`config.mk`:
```
export PLATFORM = sky130hd
export DESIGN_NAME = if_stage
export DESIGN_NICKNAME = d
export VERILOG_FILES = /design/src/rtl/if_stage.sv
export SDC_FILE = /design/constraint.sdc
export NUM_CORES = 1
export LEC_CHECK = 0
export ABC_AREA = 1
export CAP_MARGIN = 20
export CORE_AREA = 10 10 148 95
export DETAILED_ROUTE_END_ITERATION = 7
export DIE_AREA = 0 0 158 105
export GPL_TIMING_DRIVEN = 0
export HOLD_SLACK_MARGIN = 0.06
export PLACE_DENSITY = 0.76
export SYNTH_ARGS = -nofsm -noshare
export SYNTH_HDL_FRONTEND = slang
export SYNTH_SLANG_ARGS = --single-unit
```
`constraint.sdc`:
```
create_clock -name clk -period 1.3 [get_ports clk]
set_input_delay 0.39 -clock clk [delete_from_list [all_inputs] [get_ports clk]]
set_output_delay 0.39 -clock clk [all_outputs]
set_load 0.005 [all_outputs]
```
`src/rtl/if_stage.sv`:
```
// if_stage: instruction fetch with BOOT/RUN/HALT/FAULT control and IF/ID register; IF_ALIGN_CHECK_EN enables the misaligned-branch fault
module if_stage (
  input  logic        clk,
  input  logic        rst,
  input  logic        stall,
  input  logic        branch_taken,
  input  logic [31:0] branch_target,
  output logic [31:0] imem_Address,
  output logic        imem_ReadCtrl,
  input  logic [31:0] imem_Data,
  output logic [31:0] ifid_Instr,
  output logic [31:0] ifid_PCPlus4,
  output logic        ifid_Valid,
  output logic        halted,
  output logic        misalign_fault
);
  typedef enum logic [1:0] {BOOT, RUN, HALT, FAULT} state_t;
  state_t state_q, state_d;
  logic [31:0] pc_q, pc_d, instr_q, instr_d, pcp4_q, pcp4_d, pc_inc;
  logic valid_q, valid_d, mis, br, redirect, adv, hold;
  assign pc_inc = pc_q + 32'd4;
  assign br = (state_q == RUN || state_q == HALT) && branch_taken;
  assign redirect = br && !mis;
  assign adv = state_q == RUN && !branch_taken && !stall;
  assign hold = state_q == RUN && !branch_taken && stall;
`ifdef IF_ALIGN_CHECK_EN
  logic fault_q;
  assign mis = branch_taken && |branch_target[1:0];
  assign misalign_fault = fault_q;
  always_ff @(posedge clk)
    fault_q <= rst ? 1'b0 : fault_q | (br && mis);
`else
  assign mis = 1'b0;
  assign misalign_fault = 1'b0;
`endif
  always_ff @(posedge clk) begin
    if (rst) begin
      state_q <= BOOT;
      pc_q    <= '0;
      instr_q <= '0;
      pcp4_q  <= '0;
      valid_q <= 1'b0;
    end else begin
      state_q <= state_d;
      pc_q    <= pc_d;
      instr_q <= instr_d;
      pcp4_q  <= pcp4_d;
      valid_q <= valid_d;
    end
  end
  always_comb begin
    state_d = state_q == BOOT ? RUN :
              br ? (mis ? FAULT : RUN) :
              adv && imem_Data[31:26] == 6'h3f ? HALT : state_q;
  end
  always_comb begin
    pc_d    = redirect ? (branch_target & 32'hffff_fffc) : adv ? pc_inc : pc_q;
    instr_d = redirect ? '0 : adv ? imem_Data : instr_q;
    pcp4_d  = adv ? pc_inc : pcp4_q;
    valid_d = adv ? 1'b1 : hold ? valid_q : 1'b0;
  end
  always_comb begin
    imem_Address  = {24'b0, pc_q[9:2]};
    imem_ReadCtrl = state_q == RUN;
    halted        = state_q == HALT;
    ifid_Instr    = instr_q;
    ifid_PCPlus4  = pcp4_q;
    ifid_Valid    = valid_q;
  end
endmodule

```
# Word level (Yosys, flattened, before mapping)
# Index checks and enable logic that the tools add are counted.
# totals
in_bits	68
out_inout_bits	100
word_cells	32
ff_bits	99
# classes
addsub	1
muxes	7
n_eq_ne	4
reduce_logical	13
# op_table
cell	count
$mux 32	2
$add 32x3->32 const B	1
$eq 6x6->1 const B	1
$logic_and 1x1->1	5
$mux 1	5
$reduce_bool 3->1	1
$reduce_or 3->1	1
$eq 2x1->1 const B	1
$eq 2x2->1 const B	1
$logic_not 1->1	2
$logic_not 2->1	1
$ne 2x2->1 const B	1
$reduce_bool 2->1	1
$reduce_or 2->1	1
$logic_or 1x1->1	1

# Logic depth before layout (Yosys ltp)
# depth
depth_word	7
depth_mapped	10
depth_no_buf	9

# Least setup slack after synthesis
# OpenSTA, ideal clock, no wires.
# synth_timing
path_kind	register to register
from	register state_q[1]
to	register pc_q[14]
synth_period_minus_slack_ns	1.422
required_ns	1.169
path_stages_with_launch	11
setup_time_ns	0.131
path_buffers	1
arrival_time_ns	1.291
path_slack_ns	-0.122
path_cell_list	dfxtp_1 inv_1 ha_1 nand2_1 nor2_2 inv_2 nand2_1 buf_2 o21ai_0 nand2_1 o21ai_0
# synth_via
elab_chain_len	4
elab_cells_between_ends	8
cone_classes	eq/ne (2); mux (1); reduce/logical (5)
# synth_rtl
element	line	text
from (decl)	18	state_t state_q, state_d;
from (signal assigned)	44	state_q <= state_d;
$eq 2x1->1 (*)	-	
named net imem_ReadCtrl	9	output logic imem_ReadCtrl,
$logic_or 1x1->1 or $logic_and 1x1->1 (tied branches)	22, 24	
$logic_and 1x1->1, on equally long branches	22, 24	
$mux 32 or $reduce_bool 2->1 (tied branches)	-	
to (signal assigned)	45	pc_q <= pc_d;
to (decl)	19	logic [31:0] pc_q, pc_d, instr_q, instr_d, pcp4_q, pcp4_d, pc_inc;
# The timed path passes the listed nets; every way through them passes the cells marked *.
# A chain may end at the register's enable or synchronous reset.

# Worst setup path after layout
# layout_timing
from	register state_q[1]
to	register pcp4_q[5], in the netlist ifid_PCPlus4[5]
# layout_via
elab_chain_len	3
# layout_rtl
element	line	text
$eq 2x1->1	24	assign adv = state_q == RUN && !branch_taken && !stall;
$logic_and 1x1->1 (2 in a row)	24	
to (signal assigned)	47	pcp4_q <= pcp4_d;
to (decl)	19	
# No other way between the ends.

==> impl_metrics.env <==
export IMPL_outcome="finished, violations left"
export IMPL_violations="negative setup slack"
export IMPL_final_cell_mix="nand2_1 (208), clkdlybuf4s50_1 (63), buf_4 (51), a21oi_1 (46)"
export IMPL_die_width_um=158
export IMPL_synth_simple_area_share_pct=30.5
export IMPL_timing_rr_start="state_q[1]$_SDFFE_PP0P_"
export IMPL_cp_start_kind="flop"
export IMPL_antennaDiodeCount=0
export IMPL_rows=30
export IMPL_vias=5150
export IMPL_power_share_switching_pct=26.3
export IMPL_nets=945
export IMPL_fill_cells=933
export IMPL_worstPathMaxFanout=5
export IMPL_numClockSinks=95
export IMPL_start_util_pct=40.8
export IMPL_ff_latch_area_mm2=0.00198
export IMPL_drt_iter0_markers=378
export IMPL_reg2reg_setup_slack_ns=-0.31
export IMPL_final_cells=1022
export IMPL_finalMaxSlewViolations=0
export IMPL_slew_headroom_pct=53.3
export IMPL_viasPerCell=5.04
export IMPL_grt_pass1_wl_um=25900
export IMPL_fin_crit_sh_pct=124
export IMPL_die_area_mm2=0.0166
export IMPL_cts_tree="done"
export IMPL_dr_pass1_iters=7
export IMPL_crit_required_ns=1.50
export IMPL_period_needed_ns=1.61
export IMPL_synth_compound_gate_area_share_pct=14.5
export IMPL_insertion_delay_ns=0.35
export IMPL_p_leak_nw=3.00
export IMPL_drive_gt1_share_pct=39.1
export IMPL_cp_endpoint="ifid_PCPlus4[5]$_SDFFE_PP0P_"
export IMPL_powerDensity_mw_per_mm2=944
export IMPL_setup_viol=99
export IMPL_worstSetupPathType="flop to flop"
export IMPL_combPwrFrac_pct=16.0
export IMPL_avgRoutedWirePerCell_um=17.2
export IMPL_ioPinCount=168
export IMPL_ant_nets=0
export IMPL_antenna_found_initial=0
export IMPL_holdWs_ns=0.324
export IMPL_clkPwrFrac_pct=40.0
export IMPL_cts_root_buffer="clkbuf_16"
export IMPL_worstReg2RegEnd="ifid_PCPlus4[5]$_SDFFE_PP0P_"
export IMPL_wirelength_um=17500
export IMPL_core_mm2=0.0112
export IMPL_dpl_cell_area_mm2=0.00634
export IMPL_h_tree_depth=3
export IMPL_path_clk_slew_ns=0.08
export IMPL_ys_seq_area_share_pct=41.6
export IMPL_gp_congestion=0.943
export IMPL_chipHeight_um=105
export IMPL_final_common_cell="nand2_1"
export IMPL_switchingPower_mw=1.85
export IMPL_tightest_slew_ns=0.701
export IMPL_layout_setup_ws_ns=-0.314
export IMPL_ir_drop_mv=0.809
export IMPL_io_buffers=137
export IMPL_synth_distinct_cells=29
export IMPL_grt_pass1_vias=4966
export IMPL_syn_avg_cell_area_um2=6.89
export IMPL_mappedNetlistArea_mm2=0.00458
export IMPL_hold_viol_final=0
export IMPL_rsz0062_at_grt="true"
export IMPL_fmax_mhz=620
export IMPL_synth_top_family_by_area="simple AND/OR/NAND/NOR gates"
export IMPL_synth_fa_ha_area_share_pct=1.09
export IMPL_end_kind="flop"
export IMPL_hold_class="primary input to flop"
export IMPL_placed_cells=971
export IMPL_arrival_ns=1.82
export IMPL_r2r_cells=10
export IMPL_grt_max_degree=18
export IMPL_design_area_mm2=0.00743
export IMPL_synth_xor_xnor_area_share_pct=0.574
export IMPL_ys_ff_latch=95
export IMPL_synthToLayoutAreaGrowth_pct=62.3
export IMPL_syn_inst=664
export IMPL_multi_input_area_mm2=0.00267
export IMPL_startpoint="state_q[1]$_SDFFE_PP0P_"
export IMPL_grt_overflow=0
export IMPL_cts_buffer_depth=2
export IMPL_dp_hpwl_um=11900
export IMPL_finClkSkew_ns=0.0127
export IMPL_cts_buffers=9
export IMPL_seqPwrFrac_pct=44.0
export IMPL_drc=0
export IMPL_groute_usage_overall_pct=19.3
export IMPL_intPower_mw=5.17
export IMPL_yosys_warnings=0
export IMPL_drv_cap=0
export IMPL_synthMuxAreaShare_pct=0
[critical path, cell delays in order, from the launching register on]
cell      delay (ns)
dfxtp_2         0.35
inv_4           0.08
ha_4            0.15
nand2_4         0.06
nor2_4          0.20
inv_4           0.11
buf_6           0.13
buf_6           0.11
clkbuf_8        0.15
nand2_1         0.06
a21oi_1         0.06
[state kept, by name (all words and copies together), names as in the netlist]
register      cells
ifid_Instr       32
ifid_PCPlus4     30
ifid_Valid        1
pc_q             30
state_q           2
[power by group through the flow]
stage | logic, mW | clock network (mW) | registers [mW]
2_1_floorplan | 0.447 | 0 | 3.13
3_5_place_dp | 0.873 | 0 | 3.15
5_1_grt | 1.21 | 2.97 | 3.09
4_1_cts | 1.04 | 2.84 | 3.08
6_report | 1.12 | 2.81 | 3.08
3_3_place_gp | 0.870 | 0 | 3.15
[cells in the mapped netlist]
cell type | count | area share, %
nand3_2 | 2 | 0.44
nand3b_1 | 1 | 0.16
inv_2 | 1 | 0.082
nand2_1 | 235 | 19
a21oi_1 | 63 | 6.9
buf_1 | 1 | 0.082
nand2_2 | 4 | 0.55
conb_1 | 1 | 0.082
clkbuf_1 | 17 | 1.4
a31oi_1 | 9 | 1.2
o21ai_2 | 1 | 0.19
ha_1 | 4 | 1.1
nand2_4 | 3 | 0.74
a21oi_2 | 1 | 0.19
nor2_2 | 8 | 1.1
inv_1 | 37 | 3.0
xnor2_1 | 3 | 0.57
clkinv_1 | 1 | 0.082
a211oi_1 | 2 | 0.33
buf_4 | 35 | 5.7
o21ai_1 | 12 | 1.3
and2_1 | 2 | 0.27
o21ai_0 | 40 | 4.4
nand3_1 | 36 | 3.9
nor2_1 | 32 | 2.6
buf_2 | 12 | 1.3
nor2_4 | 5 | 1.2
or2_2 | 1 | 0.14
dfxtp_1 | 95 | 42
[final cells by class]
class | count | share of cell area [%]
well taps | 144 | 2.43
plain buffers | 61 | 7.36
inverters | 39 | 2.21
clock inverters | 6 | 1.03
clock buffers | 10 | 3.22
multi-input cells | 491 | 35.9
flip-flops and latches | 95 | 26.7
repair buffers | 176 | 21.2
[layer usage]
layer / part of all wire [%] / global-route usage (%)
met1: 40 / 23.8
met2: 44 / 28.3
met3: 15 / 11.1
met4: 1.9 / 4.94
met5: 0 / 0
[worst min path at each step]
| stage | slack [ns] | cells past startpoint | end | start |
|---|---|---|---|---|
| 2_1_floorplan | 0.45 | 2 | ifid_Valid$_SDFFE_PP0P_ | ifid_Valid$_SDFFE_PP0P_ |
| 3_3_place_gp | 0.45 | 2 | ifid_Valid$_SDFFE_PP0P_ | ifid_Valid$_SDFFE_PP0P_ |
| 3_5_place_dp | 0.45 | 2 | ifid_Valid$_SDFFE_PP0P_ | ifid_Valid$_SDFFE_PP0P_ |
| 4_1_cts | 0.32 | 2 | ifid_Valid$_SDFFE_PP0P_ | rst |
| 5_1_grt | 0.34 | 2 | ifid_Valid$_SDFFE_PP0P_ | rst |
| 6_report | 0.32 | 2 | ifid_Valid$_SDFFE_PP0P_ | rst |
[per-stage QoR]
stage	setup TNS (ns)	util, %	worst slack [ns]	power, mW
floorplan	-0.917	-	-0.0251	3.58
global placement	-59.87	56.5	-0.663	4.02
detailed placement	-59.34	56.5	-0.669	4.02
CTS	-13.61	64.9	-0.236	6.95
global route	-27.11	66.2	-0.385	7.27
finish	-20.61	66.2	-0.314	7.01
[cells by family (layout without fill, tap and decap cells)]
group                    Yosys count  in the layout
adder cells (fa/ha/maj)            4              4
AND/OR/NAND/NOR                  329            329
AO/OA/AOI/OAI                    128            128
flip-flops                        95             95
buffers and inverters            104            292
XOR/XNOR                           3              3
other                              1             27
[repair_timing]
item | 4_1_cts | 5_1_grt
pin swaps | 21 | 26
cloned | 5 | 1
setup buffers | 23 | 10
resized for setup | 385 | 107
setup endpoints to repair | 167 | 149
hold buffers | 0 | 0
No activity file was read; power rests on OpenSTA's default activity.
